## config.mk

```make
export PLATFORM = sky130hd
export DESIGN_NAME = pipe_hazard_ctrl
export DESIGN_NICKNAME = d
export VERILOG_FILES = /design/src/rtl/pipe_hazard_ctrl.sv
export SDC_FILE = /design/constraint.sdc
export NUM_CORES = 1
export LEC_CHECK = 0
export BUFFER_PORTS_ARGS = -buffer_cell sky130_fd_sc_hd__buf_2
export CORE_UTILIZATION = 44
export DETAILED_ROUTE_END_ITERATION = 8
export GPL_TIMING_DRIVEN = 0
export MAX_ROUTING_LAYER = met4
export PLACE_DENSITY = 0.75
export SLEW_MARGIN = 20
export SYNTH_ARGS = -nofsm -noshare
export SYNTH_HDL_FRONTEND = slang
export SYNTH_SLANG_ARGS = --single-unit
```

## constraint.sdc

```tcl
create_clock -name clk -period 1.9 [get_ports clk]
set_input_delay 0.19 -clock clk [delete_from_list [all_inputs] [get_ports clk]]
set_output_delay 0.19 -clock clk [all_outputs]
set_load 0.02 [all_outputs]
```

## src/rtl/pipe_hazard_ctrl.sv

```systemverilog
// Hazard/stall control for the 5-stage pipeline: forwarding selects, per-stage
// bubble/hold controls, memory-wait FSM with timeout, stall/flush counters.
// Optional single-step debug halt is built when PIPE_DEBUG_STEP_EN is defined.
module pipe_hazard_ctrl #(
  parameter int unsigned AW                = 5,
  parameter int unsigned CW                = 32,
  parameter int unsigned MEM_TIMEOUT       = 255,
  parameter int unsigned BRANCH_DELAY_SLOT = 1
) (
  input  logic          clk,
  input  logic          rst,
`ifdef PIPE_DEBUG_STEP_EN
  input  logic          debug_en,
  input  logic          debug_step,
`endif
  input  logic [AW-1:0] rs_addr,
  input  logic [AW-1:0] rt_addr,
  input  logic          rs_used,
  input  logic          rt_used,
  input  logic          is_store_id,
  input  logic          branch_taken_id,
  input  logic [AW-1:0] regw_addr_exe,
  input  logic [AW-1:0] regw_addr_mem,
  input  logic          wb_wen_exe,
  input  logic          wb_wen_mem,
  input  logic          is_load_exe,
  input  logic          is_load_mem,
  input  logic          imem_ready,
  input  logic          dmem_req_mem,
  input  logic          dmem_ready,
  output logic [1:0]    fwd_a,
  output logic [1:0]    fwd_b,
  output logic          fwd_m,
  output logic          if_rst,
  output logic          id_rst,
  output logic          exe_rst,
  output logic          mem_rst,
  output logic          wb_rst,
  output logic          if_en,
  output logic          id_en,
  output logic          exe_en,
  output logic          mem_en,
  output logic          wb_en,
  output logic          mem_fault,
  output logic [CW-1:0] stall_cnt,
  output logic [CW-1:0] flush_cnt
);

  localparam int unsigned TW  = $clog2(MEM_TIMEOUT + 1);
  localparam int unsigned WCW = (TW > 8) ? TW : 8;
  localparam logic        FLUSH_MODE = (BRANCH_DELAY_SLOT == 0);

  typedef enum logic [1:0] {RUN, WAIT, FAULT} state_t;

  state_t           state, state_nx;
  logic [WCW-1:0]   wait_cnt, wait_cnt_nx, wait_inc;
  logic             fault_nx;
  logic             halt;
  logic             dwait, iwait, wait_any;
  logic             load_stall;
  logic             stall_evt, flush_evt;
  logic [1:0]       sel_a, sel_b;
  logic             sel_m, ls_a, ls_b;
  logic             rs_live, rt_live;

`ifdef PIPE_DEBUG_STEP_EN
  logic step_q;

  always_ff @(posedge clk) begin
    if (rst) step_q <= 1'b0;
    else     step_q <= debug_step;
  end

  // A rising edge of debug_step lets exactly one cycle through.
  assign halt = debug_en & ~(debug_step & ~step_q);
`else
  assign halt = 1'b0;
`endif

  assign dwait    = dmem_req_mem & ~dmem_ready;
  assign iwait    = ~imem_ready;
  assign wait_any = dwait | iwait;

  // Operand forwarding; EXE producer takes precedence over MEM producer.
  always_comb begin
    sel_a   = 2'd0;
    sel_b   = 2'd0;
    sel_m   = 1'b0;
    ls_a    = 1'b0;
    ls_b    = 1'b0;
    rs_live = rs_used && (rs_addr != '0);
    rt_live = rt_used && (rt_addr != '0);
    if (rs_live && wb_wen_exe && (regw_addr_exe == rs_addr)) begin
      if (is_load_exe) ls_a  = 1'b1;
      else             sel_a = 2'd1;
    end else if (rs_live && wb_wen_mem && (regw_addr_mem == rs_addr)) begin
      sel_a = is_load_mem ? 2'd3 : 2'd2;
    end
    if (rt_live && wb_wen_exe && (regw_addr_exe == rt_addr)) begin
      if (!is_load_exe)     sel_b = 2'd1;
      else if (is_store_id) sel_m = 1'b1;
      else                  ls_b  = 1'b1;
    end else if (rt_live && wb_wen_mem && (regw_addr_mem == rt_addr)) begin
      sel_b = is_load_mem ? 2'd3 : 2'd2;
    end
  end

  assign load_stall = ls_a | ls_b;

  always_comb begin
    fwd_a = rst ? 2'd0 : sel_a;
    fwd_b = rst ? 2'd0 : sel_b;
    fwd_m = rst ? 1'b0 : sel_m;
  end

  // Stage controls, first matching rule wins.
  always_comb begin
    if_rst    = 1'b0;
    id_rst    = 1'b0;
    exe_rst   = 1'b0;
    mem_rst   = 1'b0;
    wb_rst    = 1'b0;
    if_en     = 1'b1;
    id_en     = 1'b1;
    exe_en    = 1'b1;
    mem_en    = 1'b1;
    wb_en     = 1'b1;
    stall_evt = 1'b0;
    flush_evt = 1'b0;
    if (rst) begin
      if_rst  = 1'b1;
      id_rst  = 1'b1;
      exe_rst = 1'b1;
      mem_rst = 1'b1;
      wb_rst  = 1'b1;
    end else if (halt || (state == FAULT)) begin
      if_en  = 1'b0;
      id_en  = 1'b0;
      exe_en = 1'b0;
      mem_en = 1'b0;
      wb_en  = 1'b0;
    end else if (dwait) begin
      if_en     = 1'b0;
      id_en     = 1'b0;
      exe_en    = 1'b0;
      mem_en    = 1'b0;
      wb_rst    = 1'b1;
      stall_evt = 1'b1;
    end else if (load_stall || (iwait && branch_taken_id)) begin
      if_en     = 1'b0;
      id_en     = 1'b0;
      exe_rst   = 1'b1;
      stall_evt = 1'b1;
    end else if (iwait) begin
      if_en     = 1'b0;
      id_rst    = 1'b1;
      stall_evt = 1'b1;
    end else if (branch_taken_id && FLUSH_MODE) begin
      id_rst    = 1'b1;
      flush_evt = 1'b1;
    end
  end

  assign wait_inc = (wait_cnt == '1) ? wait_cnt : wait_cnt + WCW'(1);

  // The timeout is checked on the incremented count so mem_fault rises on the
  // same edge that wait_cnt reaches MEM_TIMEOUT, whatever state it came from.
  always_comb begin
    state_nx    = state;
    wait_cnt_nx = wait_cnt;
    fault_nx    = mem_fault;
    if ((state != FAULT) && !halt) begin
      wait_cnt_nx = wait_any ? wait_inc : '0;
      case (state)
        RUN:     if (wait_any)  state_nx = WAIT;
        WAIT:    if (!wait_any) state_nx = RUN;
        default: state_nx = state;
      endcase
      if (wait_any && (MEM_TIMEOUT != 0) && (wait_inc == WCW'(MEM_TIMEOUT))) begin
        state_nx = FAULT;
        fault_nx = 1'b1;
      end
    end
  end

  always_ff @(posedge clk) begin
    if (rst) begin
      state     <= RUN;
      wait_cnt  <= '0;
      mem_fault <= 1'b0;
      stall_cnt <= '0;
      flush_cnt <= '0;
    end else begin
      state     <= state_nx;
      wait_cnt  <= wait_cnt_nx;
      mem_fault <= fault_nx;
      if (stall_evt && (stall_cnt != '1)) stall_cnt <= stall_cnt + CW'(1);
      if (flush_evt && (flush_cnt != '1)) flush_cnt <= flush_cnt + CW'(1);
    end
  end

endmodule

```

# Word level (Yosys, flattened, before mapping)
# Index checks and enable logic that the tools add are counted.
[totals]
output_inout_bits = 80
elab_cells = 97
inputBits = 33
ff_bits = 43
[op_classes]
add_sub_neg = 2
n_mux = 54
bitwise = 5
eq_ne = 12
reduce_logical = 20
[op_table]
columns = ["operator", "n"]
rows = [
  ["two-way mux 1 bit", 42],
  ["adder 32 x 1 -> 32 bit, second input constant", 1],
  ["!= test 32 bit, second input constant", 1],
  ["== test 5 bit", 4],
  ["two-way mux 2 bit", 9],
  ["== test 8 bit, second input constant", 2],
  ["two-way mux 8 bit", 2],
  ["logical AND 1 bit", 13],
  ["nonzero test 5 bit", 2],
  ["adder 8 x 1 -> 8 bit, second input constant", 1],
  ["!= test 3 bit, second input constant", 2],
  ["one-hot mux 2 bit (2 select lines)", 1],
  ["AND reduction 4 bit", 1],
  ["nonzero test 3 bit", 1],
  ["== test 2 x 1 -> 1 bit, second input constant", 1],
  ["== test 2 bit, second input constant", 1],
  ["logical NOT 2 bit", 1],
  ["!= test 2 bit, second input constant", 1],
  ["inverter 1 bit", 2],
  ["bitwise OR 1 bit", 2],
  ["AND reduction 2 bit", 1],
  ["bitwise AND 1 bit", 1],
  ["logical OR 1 bit", 1],
]

# Depth between registers and ports, before layout
# Gate-level depths: netlist (run 1).
[logic_depth]
word_depth = 12
mapped_depth = 9
depth_no_buf = 7

# Worst setup path after synthesis (run 1)
# Ideal clock, no wire load.
[synth_timing]
path_kind = "register to register"
from = "register stall_cnt[0]"
to = "register stall_cnt[28]"
slack_ps = -288
path_buffers = 0
synth_period_minus_slack_ps = 2188
arrival_time_ps = 2067
required_ps = 1779
path_stages_with_launch = 8
setup_ps = 121
path_cell_list = "dfxtp_1 ha_1 nand2_1 nor4_4 a21bo_2 nor2_1 and3_1 mux2_2"
[synth_via]
elab_chain_cells = 2
elab_cells_between_ends = 3
cone_classes = "add/sub (1); eq/ne (1); reduce/logical (1)"
[synth_rtl]
columns = ["element", "line_no", "text"]
rows = [
  ["start: declaration", "45", "output logic [CW-1:0] stall_cnt,"],
  ["start signal: assignment", "197", "if (stall_evt && (stall_cnt != '1)) stall_cnt <= stall_cnt + CW'(1);"],
  ["parallel branches: the longest is 2 deep, another holds adder 32 x 1 -> 32 bit", "--", ""],
]
# Several ways; the timed one is not identified.
# A chain may end at the register's enable or synchronous reset.

# Worst setup path in the final report (run 1)
[layout_timing]
from = "register stall_cnt[7]"
to = "register stall_cnt[2]"
[layout_via]
elab_chain_cells = 2
[layout_rtl]
columns = ["element", "line_no"]
rows = [
  ["!= test 32 bit", "197"],
  ["logical AND 1 bit", "197"],
]
# No other way between the ends.

==> results.ini, run 1 <==
[critical_path]
cp.arrival_ns = 2.36
crit_type = flip-flop to flip-flop
worstSetupPathDepth = 10
cp_num_buf_inv = 4
cp_slowest_stage_delay_ns = 0.42
required_ns = 2.10
critical_path.startpoint_type = flip-flop
crit_family = simple AND/OR/NAND/NOR gates
rrSetupSlack_ns = -0.26
cp_max_fo = 6
cp-end-kind = flip-flop
reg2reg_depth = 10
cpMaxStageDelayCell = nor4_4
worstPathCellList = nand4_1 -> buf_6 -> nor4_4 -> nand4_1 -> nand2_2 -> buf_6 -> buf_12 -> buf_12 -> o311ai_2 -> o41ai_2

[clock_tree]
cts_root_buf = clkbuf_8
hold_buffers = 0
clkTransAtPathRegs_ns = 0.09
clockBufferDepth = 2
worstSkewPairLatency_ns = 0.31
cts_made_buffers = 5
cts_tree = yes
htree_levels = 2
cts.sinks = 43

[place]
dpl.cell_count = 575
dpl.hpwl_mm = 6.24
pre_cts_ws_ns = -0.419
routabilityCongestion = 0.904
io_buffers = 80
dpl_cell_area_um2 = 3760

[routing]
wl_per_cell_um = 16.9
route.detailed.drc = 0
drtAntennaViolNets = 0
dr.pass1.iters = 5
drt_iter0_markers = 231
dr_total_vias = 3710
viasPerCell = 5.85
wl_mm = 10.7

[timing]
rsz0062_at_grt = true
maxSlewHeadroom_pct = 50.4
worstMarginPinSlew_ns = 0.744
fin_crit_sh_pct = 114
timing.fmax_ghz = 0.463
setup_viol = 35
slew_violations = 0
hold_violations = 0
min_period_ns = 2.16
finalClockSkew_ns = 0.00590
layout_setup_ws_ns = -0.259

[yosys]
async_flop_share_pct = 0
yosys_warnings = 0
syn_avg_cell_area_um2 = 7.86
synth_edf_count = 0
synth_xor_area_share_pct = 6.05
synthAdderAreaFrac_pct = 0.823
synth.yosys.seq_area_share_pct = 28.3
synth-simple-area-share_pct = 30.7
synth_top_family_by_area = simple AND/OR/NAND/NOR gates
syn-instance-count = 387
synthesis.area_um2 = 3040
synth-compound-area-share_pct = 19.6
ys_ff_latch = 43
synthMuxAreaShare_pct = 1.73
synth_ff_type = dfxtp_1
synth_cell_types = 57

[global_routing]
grt_max_degree = 14
grt_pass1_vias = 3429
overflow = 0
track_usage_pct = 28.0
grt_pass1_wl_mm = 15.8
antenna_found_initial = 0

[layout]
fin_nets = 591
instances_no_fill = 634
design_area_um2 = 4870
diodes = 0
area_delta_synth_final_pct = 60.2
layout-drive-gt1-share_pct = 51.2
final_cell_mix = 78 x buf_4, 67 x buf_2, 32 x conb_1, 29 x a21oi_1, 26 x nand2_1
final_core_util_pct = 75.0
final_common_cell = buf_4

[die]
placementRows = 29
die_h_um = 85.1
die_x_um = 85.1
initial_core_util_pct = 46.8
dieArea_um2 = 7250
io_pins = 113
core_um2 = 6490

[run_status]
status = complete, but fails checks
failed_checks = setup timing

[pwr]
ir_worst_vdd_mv = 0.269
pwr-share-seq_pct = 42.5
p_sw_share_pct = 30.3
p_leak_nw = 2.08
p_total_mw = 2.13
p_per_area_nw_per_um2 = 437
p_comb_share_pct = 26.2
p_sw_mw = 0.646
power.share.clock_pct = 31.3
internal-power_mw = 1.48

[worst_hold_path]
hp-class = input port to flip-flop
hold_path_depth = 4

[job]
drv_cap = 0

-- area by class of cell --
cell class,instances,area [um2]
Multi-Input combinational cell,314,2350
Fill cell,448,1630
Timing Repair Buffer,132,961
Sequential cell,43,913
Buffer,52,417
Tap cell,77,96.3
Clock buffer,6,93.8
Inverter,8,30.0
Clock inverter,2,8.76
-- cells by family after synthesis --
logic type / Yosys count
DFF: 43
AOI/OAI and AO/OA: 92
buffers and inverters: 61
xor gates and xnor gates: 21
and+or+nand+nor: 162
muxes: 5
adders and majority gates: 2
other: 1
-- state kept, by name, summed over array words and instances (netlist names) --
register   cells
mem_fault      1
state          2
stall_cnt     32
wait_cnt       8
-- synth_stat cells (3+ instances only) --
| library cell | n | area, um2 |
|---|---|---|
| a21oi_1 | 36 | 180 |
| and2_1 | 5 | 31.3 |
| and4_1 | 4 | 35.0 |
| buf_2 | 7 | 35.0 |
| buf_4 | 35 | 263 |
| clkbuf_1 | 8 | 30.0 |
| dfxtp_1 | 43 | 861 |
| inv_1 | 8 | 30.0 |
| mux2i_1 | 3 | 30.0 |
| nand2_1 | 30 | 113 |
| nand2b_1 | 4 | 25.0 |
| nand3_1 | 25 | 125 |
| nand4_1 | 15 | 93.8 |
| nor2_1 | 22 | 82.6 |
| nor2b_1 | 4 | 25.0 |
| nor3_1 | 6 | 30.0 |
| nor4_1 | 7 | 43.8 |
| o21ai_0 | 7 | 35.0 |
| o21ai_1 | 4 | 20.0 |
| o31ai_1 | 20 | 150 |
| or3_1 | 6 | 37.5 |
| or4_1 | 23 | 173 |
| xnor2_1 | 13 | 114 |
| xor2_1 | 8 | 70.1 |
-- worst paths after layout --
check / start / endpoint
setup reg to reg: stall_cnt[7]$_SDFFE_PP0P_ / stall_cnt[2]$_SDFFE_PP0P_
setup / recovery: stall_cnt[7]$_SDFFE_PP0P_ / stall_cnt[2]$_SDFFE_PP0P_
hold reg to reg: stall_cnt[4]$_SDFFE_PP0P_ / stall_cnt[4]$_SDFFE_PP0P_
hold / removal: rst / mem_fault$_SDFFE_PP0P_
-- stage by stage --
stage	hold slack, ns	setup TNS, ns
after global placement	0.463	-10.77
final	0.315	-4.68
after floorplan	0.436	-0.297
after global routing	0.336	-6.47
after detailed placement	0.474	-11.80
after CTS	0.324	-1.73
-- worst register-to-register path, cell delays in order (launching register included) --
cell      delay [ns]
dfxtp_4         0.36
nand4_1         0.13
buf_6           0.16
nor4_4          0.42
nand4_1         0.24
nand2_2         0.17
buf_6           0.13
buf_12          0.11
buf_12          0.12
o311ai_2        0.11
o41ai_2         0.10
-- per-layer routing --
| layer | share of wire, % | GRT usage, % |
|---|---|---|
| met4 | 3.0 | 10.9 |
| met2 | 51 | 49.1 |
| met5 | 0 | - |
| met1 | 39 | 31.8 |
| met3 | 6.5 | 4.57 |
-- power by group through the flow --
| stage | logic (mW) | clock network, mW | registers [mW] |
|---|---|---|---|
| 2_1_floorplan | 0.268 | 0 | 0.930 |
| 3_3_place_gp | 0.373 | 0 | 0.930 |
| 3_5_place_dp | 0.381 | 0 | 0.930 |
| 4_1_cts | 0.501 | 0.675 | 0.902 |
| 5_1_grt | 0.587 | 0.704 | 0.906 |
| 6_report | 0.558 | 0.667 | 0.905 |
-- what timing repair did --
action / CTS / global route
pin swaps: 42 / 38
gates resized for setup: 74 / 67
buffers inserted: 39 / 12
gates cloned: 3 / 1
endpoints found under the setup margin: 41 / 44
Note: power is estimated with default switching activity, not from simulation.
==> run 2: changes to the inputs <==
--- a/config.mk
+++ b/config.mk
@@ -6,11 +6,13 @@
 export NUM_CORES = 1
 export LEC_CHECK = 0
 export BUFFER_PORTS_ARGS = -buffer_cell sky130_fd_sc_hd__buf_2
-export CORE_UTILIZATION = 44
+export CELL_PAD_IN_SITES_DETAIL_PLACEMENT = 1
+export CELL_PAD_IN_SITES_GLOBAL_PLACEMENT = 1
+export CORE_UTILIZATION = 32
 export DETAILED_ROUTE_END_ITERATION = 8
 export GPL_TIMING_DRIVEN = 0
 export MAX_ROUTING_LAYER = met4
-export PLACE_DENSITY = 0.75
+export PLACE_DENSITY_LB_ADDON = 0.1
 export SLEW_MARGIN = 20
 export SYNTH_ARGS = -nofsm -noshare
 export SYNTH_HDL_FRONTEND = slang
==> results.ini, run 2 (synthesized netlist as in run 1, its figures left out) <==
[run_status]
status = complete, but fails checks
failed_checks = setup timing

[timing]
min_period_ns = 2.08  ; -0.0806 ns
maxSlewHeadroom_pct = 49.4  ; -0.98 points
rsz0062_at_grt = true
layout_setup_ws_ns = -0.178  ; +0.0806 ns
worstMarginPinSlew_ns = 0.759  ; +0.0147 ns
setup_viol = 33  ; -5.7%
hold_violations = 0  ; unchanged
fin_crit_sh_pct = 109  ; -4.2 points
slew_violations = 0  ; unchanged
finalClockSkew_ns = 0.0114  ; +0.00549 ns
timing.fmax_ghz = 0.481  ; +3.9%

[routing]
drt_iter0_markers = 100  ; -57%
wl_per_cell_um = 16.4  ; -3.1%
met1Wirelength_mm = 4.75  ; +12%
dr.pass1.iters = 4  ; -1
drtAntennaViolNets = 0  ; unchanged
dr_wl_met3_um = 423  ; -39%
route.detailed.drc = 0  ; unchanged
top_layer = met4
wl_mm = 11.1  ; +3.5%
dr_total_vias = 3536  ; -4.7%
viasPerCell = 5.22  ; -11%
wl_met2_mm = 5.77  ; +5.2%

[clock_tree]
cts_made_buffers = 5  ; unchanged
cts_root_buf = clkbuf_8
cts_tree = yes
worstSkewPairLatency_ns = 0.31  ; about the same
hold_buffers = 0  ; unchanged
cts.sinks = 43  ; unchanged
clockBufferDepth = 2  ; unchanged
htree_levels = 2  ; unchanged
clkTransAtPathRegs_ns = 0.10  ; about the same

[critical_path]
cpMaxStageDelayCell = dfxtp_4
critical_path.startpoint_type = flip-flop
required_ns = 2.13  ; +0.03 ns
timing.rr.end = stall_cnt[31]$_SDFFE_PP0P_
r2r-start = stall_cnt[9]$_SDFFE_PP0P_
crit_type = flip-flop to flip-flop
cp-end-kind = flip-flop
crit_top_cell = buf_6
reg2reg_depth = 9  ; -1
rrSetupSlack_ns = -0.18  ; +0.08 ns
cp-startpoint = stall_cnt[9]$_SDFFE_PP0P_
cp_slowest_stage_delay_ns = 0.36  ; -0.06 ns
worstPathCellList = nand4_1 -> buf_6 -> buf_6 -> nor4_4 -> buf_4 -> and4_1 -> nand2_1 -> or3_1 -> a21oi_1
cp_max_fo = 4  ; -2
cp.arrival_ns = 2.31  ; -0.05 ns

[pwr]
p_total_mw = 2.11  ; -0.71%
ir_worst_vdd_mv = 0.244  ; -9.0%
p_leak_nw = 1.99  ; -4.5%
p_per_area_nw_per_um2 = 443  ; +1.2%

[die]
dieArea_um2 = 9900  ; +37%
io_pins = 113  ; unchanged
placementRows = 35  ; +21%
initial_core_util_pct = 32.9  ; -14 points
die_x_um = 99.5  ; +17%
die_h_um = 99.5  ; +17%
core_um2 = 9240  ; +42%

[place]
routabilityCongestion = 0.807  ; -11%
dpl.hpwl_mm = 7.37  ; +18%
io_buffers = 80  ; unchanged

[layout]
fin_nets = 582  ; -1.5%
diodes = 0  ; unchanged
final_core_util_pct = 51.7  ; -23 points
reg.largest.list = stall_cnt (32), wait_cnt (8), state (2)
fill_cells = 1096  ; +140%
layout-drive-gt1-share_pct = 52.7  ; +1.6 points
area_delta_synth_final_pct = 57.2
regMostFlops = stall_cnt
final_cell_mix = 76 x buf_4, 72 x buf_2, 32 x conb_1, 28 x nand2_1, 25 x a21oi_1
largest_register_ffs = 32  ; unchanged
final_common_cell = buf_4

[worst_hold_path]
hp-class = input port to flip-flop
hold_path_end = state[0]$_SDFFE_PP0P_
hold_path_depth = 3  ; -1
hold_start = imem_ready

[global_routing]
grt_pass1_vias = 3539  ; +3.2%
antenna_found_initial = 0  ; unchanged
grt_max_degree = 15  ; +1
grt_pass1_wl_mm = 17.5  ; +11%
overflow = 0  ; unchanged
track_usage_pct = 22.5  ; -5.5 points

[job]
drv_cap = 0  ; unchanged

==> run 2: layout make-up <==
class | instances | area, um2 | area share [%]
plain buffers | 52 | 400 | 8.38
clock buffers | 6 | 93.8 | 1.96
clock inverters | 2 | 13.8 | 0.288
inverters | 8 | 30.0 | 0.628
multi-input cells | 314 | 2330 | 48.8
flip-flops and latches | 43 | 921 | 19.3
well taps | 129 | 161 | 3.38
repair buffers | 123 | 825 | 17.3
==> run 2: through the flow <==
stage | instances | TNS [ns] | setup slack, ns | hold WS [ns] | area (um2)
2_1_floorplan | 418 | -0.297 | -0.0774 | 0.436 | 3260
3_3_place_gp | 627 | -12.64 | -0.421 | 0.463 | 3830
3_5_place_dp | 627 | -14.02 | -0.461 | 0.471 | 3830
4_1_cts | 669 | -1.87 | -0.198 | 0.298 | 4390
5_1_grt | 677 | -6.36 | -0.258 | 0.314 | 4780
6_report | 677 | -3.27 | -0.178 | 0.303 | 4780
==> run 2: layer usage <==
layer | GRT usage (%) | vias to the layer above
met5 | - | -
met4 | 4.52 | 0
met3 | 2.74 | 14
met2 | 40.5 | 111
met1 | 27.0 | 1711
li1 | - | 1700
==> run 2: how the worst max path moves through the flow <==
stage	endpoint	slack, ns	depth (start not counted)
after floorplan	stall_cnt[11]$_SDFFE_PP0P_	-0.08	6
after detailed placement	stall_cnt[21]$_SDFFE_PP0P_	-0.46	9
final	stall_cnt[31]$_SDFFE_PP0P_	-0.18	9
after global routing	stall_cnt[16]$_SDFFE_PP0P_	-0.26	6
after global placement	stall_cnt[25]$_SDFFE_PP0P_	-0.42	9
after CTS	stall_cnt[9]$_SDFFE_PP0P_	-0.20	8
==> run 2: what timing repair did <==
item / 4_1_cts / 5_1_grt
gates resized for setup: 59 / 73
buffers inserted: 32 / 8
endpoints found under the setup margin: 43 / 47
cloned: 2 / 1
pin swaps: 31 / 27
==> run 2: power breakdown <==
part / switching, mW / internal (mW)
Sequential: 0.00997 / 0.895
Combinational: 0.288 / 0.216
Clock: 0.365 / 0.340
==> run 2: critical path: cells and delay by family (launching register included) <==
family / cells / cell delay [ns]
buffers and inverters: 3 / 0.45
flip-flops: 1 / 0.36
AO/OA/AOI/OAI: 1 / 0.14
AND/OR/NAND/NOR: 5 / 1.04
==> run 3: changes to the inputs <==
--- a/config.mk
+++ b/config.mk
@@ -8,7 +8,7 @@
 export BUFFER_PORTS_ARGS = -buffer_cell sky130_fd_sc_hd__buf_2
 export CELL_PAD_IN_SITES_DETAIL_PLACEMENT = 1
 export CELL_PAD_IN_SITES_GLOBAL_PLACEMENT = 1
-export CORE_UTILIZATION = 32
+export CORE_UTILIZATION = 38
 export DETAILED_ROUTE_END_ITERATION = 8
 export GPL_TIMING_DRIVEN = 0
 export MAX_ROUTING_LAYER = met4
==> constraint.sdc (replaced) <==
create_clock -name clk -period 2.4 [get_ports clk]
set_input_delay 0.24 -clock clk [delete_from_list [all_inputs] [get_ports clk]]
set_output_delay 0.24 -clock clk [all_outputs]
set_load 0.02 [all_outputs]
==> results.ini, run 3 (synthesized netlist as in run 1, its figures left out) <==
[place]
io_buffers = 80  ; unchanged
dpl_cell_area_um2 = 3680  ; -3.7%
dpl.hpwl_mm = 7.13  ; -3.3%
routabilityCongestion = 0.842  ; +4.3%
dpl.cell_count = 600  ; -4.3%
pre_cts_ws_ns = -0.215  ; +0.246 ns

[timing]
rsz0062_at_grt = false
slew_violations = 0  ; unchanged
timing.fmax_ghz = 0.433  ; -10%
maxSlewHeadroom_pct = 53.8  ; +4.3 points
min_period_ns = 2.31  ; +0.232 ns
layout_setup_ws_ns = 0.0901  ; +0.268 ns
fin_crit_sh_pct = 96.2  ; -13 points
worstMarginPinSlew_ns = 0.691  ; -0.0678 ns
finalClockSkew_ns = 0.00951  ; -0.00188 ns
holdWs_ns = 0.367  ; +0.0634 ns
hold_violations = 0  ; unchanged
tns_ns = 0  ; +3.27 ns
setup_viol = 0  ; -100%

[global_routing]
grt_pass1_vias = 3249  ; -8.2%
grt_use_met2_pct = 41.0  ; +0.50 points
gr-usage-met3_pct = 2.68  ; -0.061 points
grt_pass1_wl_mm = 15.1  ; -13%
overflow = 0  ; unchanged
grt_max_degree = 13  ; -2
track_usage_pct = 22.9  ; +0.37 points
antenna_found_initial = 0  ; unchanged
use_met1_pct = 27.2  ; +0.20 points
grt.busiest_layer = met2

[clock_tree]
worstSkewPairLatency_ns = 0.30  ; about the same
hold_buffers = 0  ; unchanged
clockBufferDepth = 2  ; unchanged
cts_tree = yes
cts.sinks = 43  ; unchanged
clkTransAtPathRegs_ns = 0.08  ; -0.02 ns
cts_root_buf = clkbuf_8
htree_levels = 2  ; unchanged
cts_made_buffers = 5  ; unchanged

[die]
io_pins = 113  ; unchanged
initial_core_util_pct = 39.3  ; +6.4 points
dieArea_um2 = 8360  ; -15%
die_x_um = 91.5  ; -8.1%
core_um2 = 7730  ; -16%
placementRows = 32  ; -8.6%
die_h_um = 91.5  ; -8.1%

[critical_path]
cp_num_buf_inv = 1  ; -2
critical_path.startpoint_type = flip-flop
crit_family = simple AND/OR/NAND/NOR gates
cp-end-kind = flip-flop
cp_slowest_stage_delay_ns = 0.53  ; +0.17 ns
required_ns = 2.63  ; +0.50 ns
worstPathCellList = ha_1 -> nand2_2 -> nor4_4 -> buf_4 -> and4_1 -> or4_4 -> or4_1 -> a21oi_2
crit_type = flip-flop to flip-flop
worstSetupPathDepth = 8  ; -1
cpMaxStageDelayCell = or4_4
reg2reg_depth = 8  ; -1
cp_max_fo = 7  ; +3
cp.arrival_ns = 2.54  ; +0.23 ns

[worst_hold_path]
hp-class = input port to flip-flop
hold_path_depth = 3  ; unchanged

[routing]
wl_mm = 9.23  ; -17%
viasPerCell = 5.29  ; +1.3%
wl_per_cell_um = 15.1  ; -8.3%
drt_iter0_markers = 96  ; -4.0%
drtAntennaViolNets = 0  ; unchanged
dr_total_vias = 3242  ; -8.3%
dr.pass1.iters = 4  ; unchanged
route.detailed.drc = 0  ; unchanged

[layout]
area_delta_synth_final_pct = 27.8
regMostFlops = stall_cnt
instances_no_fill = 613  ; -9.5%
largest_register_ffs = 32  ; unchanged
final_common_cell = buf_2
layout-drive-gt1-share_pct = 30.5  ; -22 points
fill_cells = 997  ; -9.0%
design_area_um2 = 3880  ; -19%
final_cell_mix = 86 x buf_2, 41 x buf_4, 40 x dfxtp_1, 35 x a21oi_1, 32 x conb_1
fin_nets = 546  ; -6.2%
reg.largest.list = stall_cnt (32), wait_cnt (8), state (2)
diodes = 0  ; unchanged
final_core_util_pct = 50.3  ; -1.4 points

[pwr]
ir_worst_vdd_mv = 0.255  ; +4.4%
p_total_mw = 1.60  ; -24%
p_leak_nw = 1.63  ; -18%
p_per_area_nw_per_um2 = 411  ; -7.1%

[run_status]
status = complete, no violations

[job]
drv_cap = 0  ; unchanged

## run 3: cell types whose count changed in the layout (fill, tap and decap cells not counted), sizes merged
cell    delta
clkinv     -2
buf       -38
clkbuf     +2
bufinv     +1
## run 3: worst reg2reg max path, delay by kind of cell (launching register included)
| family | cells | cell delay (ns) |
|---|---|---|
| fa+ha+maj | 1 | 0.25 |
| buf+inv | 1 | 0.17 |
| compound gates | 1 | 0.15 |
| simple gates | 5 | 1.33 |
| flops | 1 | 0.36 |
## run 3: layout make-up
cell class | instances | area, um2 | area share [%]
Multi-Input combinational cell | 314 | 1960 | 50.4
Sequential cell | 43 | 865 | 22.3
Timing Repair Buffer | 86 | 445 | 11.5
Buffer | 53 | 358 | 9.21
Tap cell | 102 | 128 | 3.29
Clock buffer | 6 | 72.6 | 1.87
Clock inverter | 1 | 30.0 | 0.773
Inverter | 8 | 30.0 | 0.773
## run 3: final timing paths
kind | startpoint | endpoint | slack, ns
setup reg to reg | stall_cnt[0]$_SDFFE_PP0P_ | stall_cnt[11]$_SDFFE_PP0P_ | 0.09
hold reg to reg | mem_fault$_SDFFE_PP0P_ | mem_fault$_SDFFE_PP0P_ | 0.48
hold / removal | imem_ready | state[0]$_SDFFE_PP0P_ | 0.37
setup / recovery | stall_cnt[0]$_SDFFE_PP0P_ | stall_cnt[11]$_SDFFE_PP0P_ | 0.09
## run 3: routing by layer
layer	up-vias	wire [um]
li1	1622	-
met1	1546	4150
met2	72	4710
met3	2	338
met4	0	36
met5	-	0
## run 3: report_power, final
group          switching, mW  internal (mW)
logic                  0.189          0.118
clock network          0.258          0.306
registers            0.00784          0.719
total                  0.454           1.14
## run 3: repair_timing
action	in CTS	in global routing
endpoints found under the setup margin	18	24
gates resized for setup	3	9
setup buffers	1	5
pin swaps	1	4
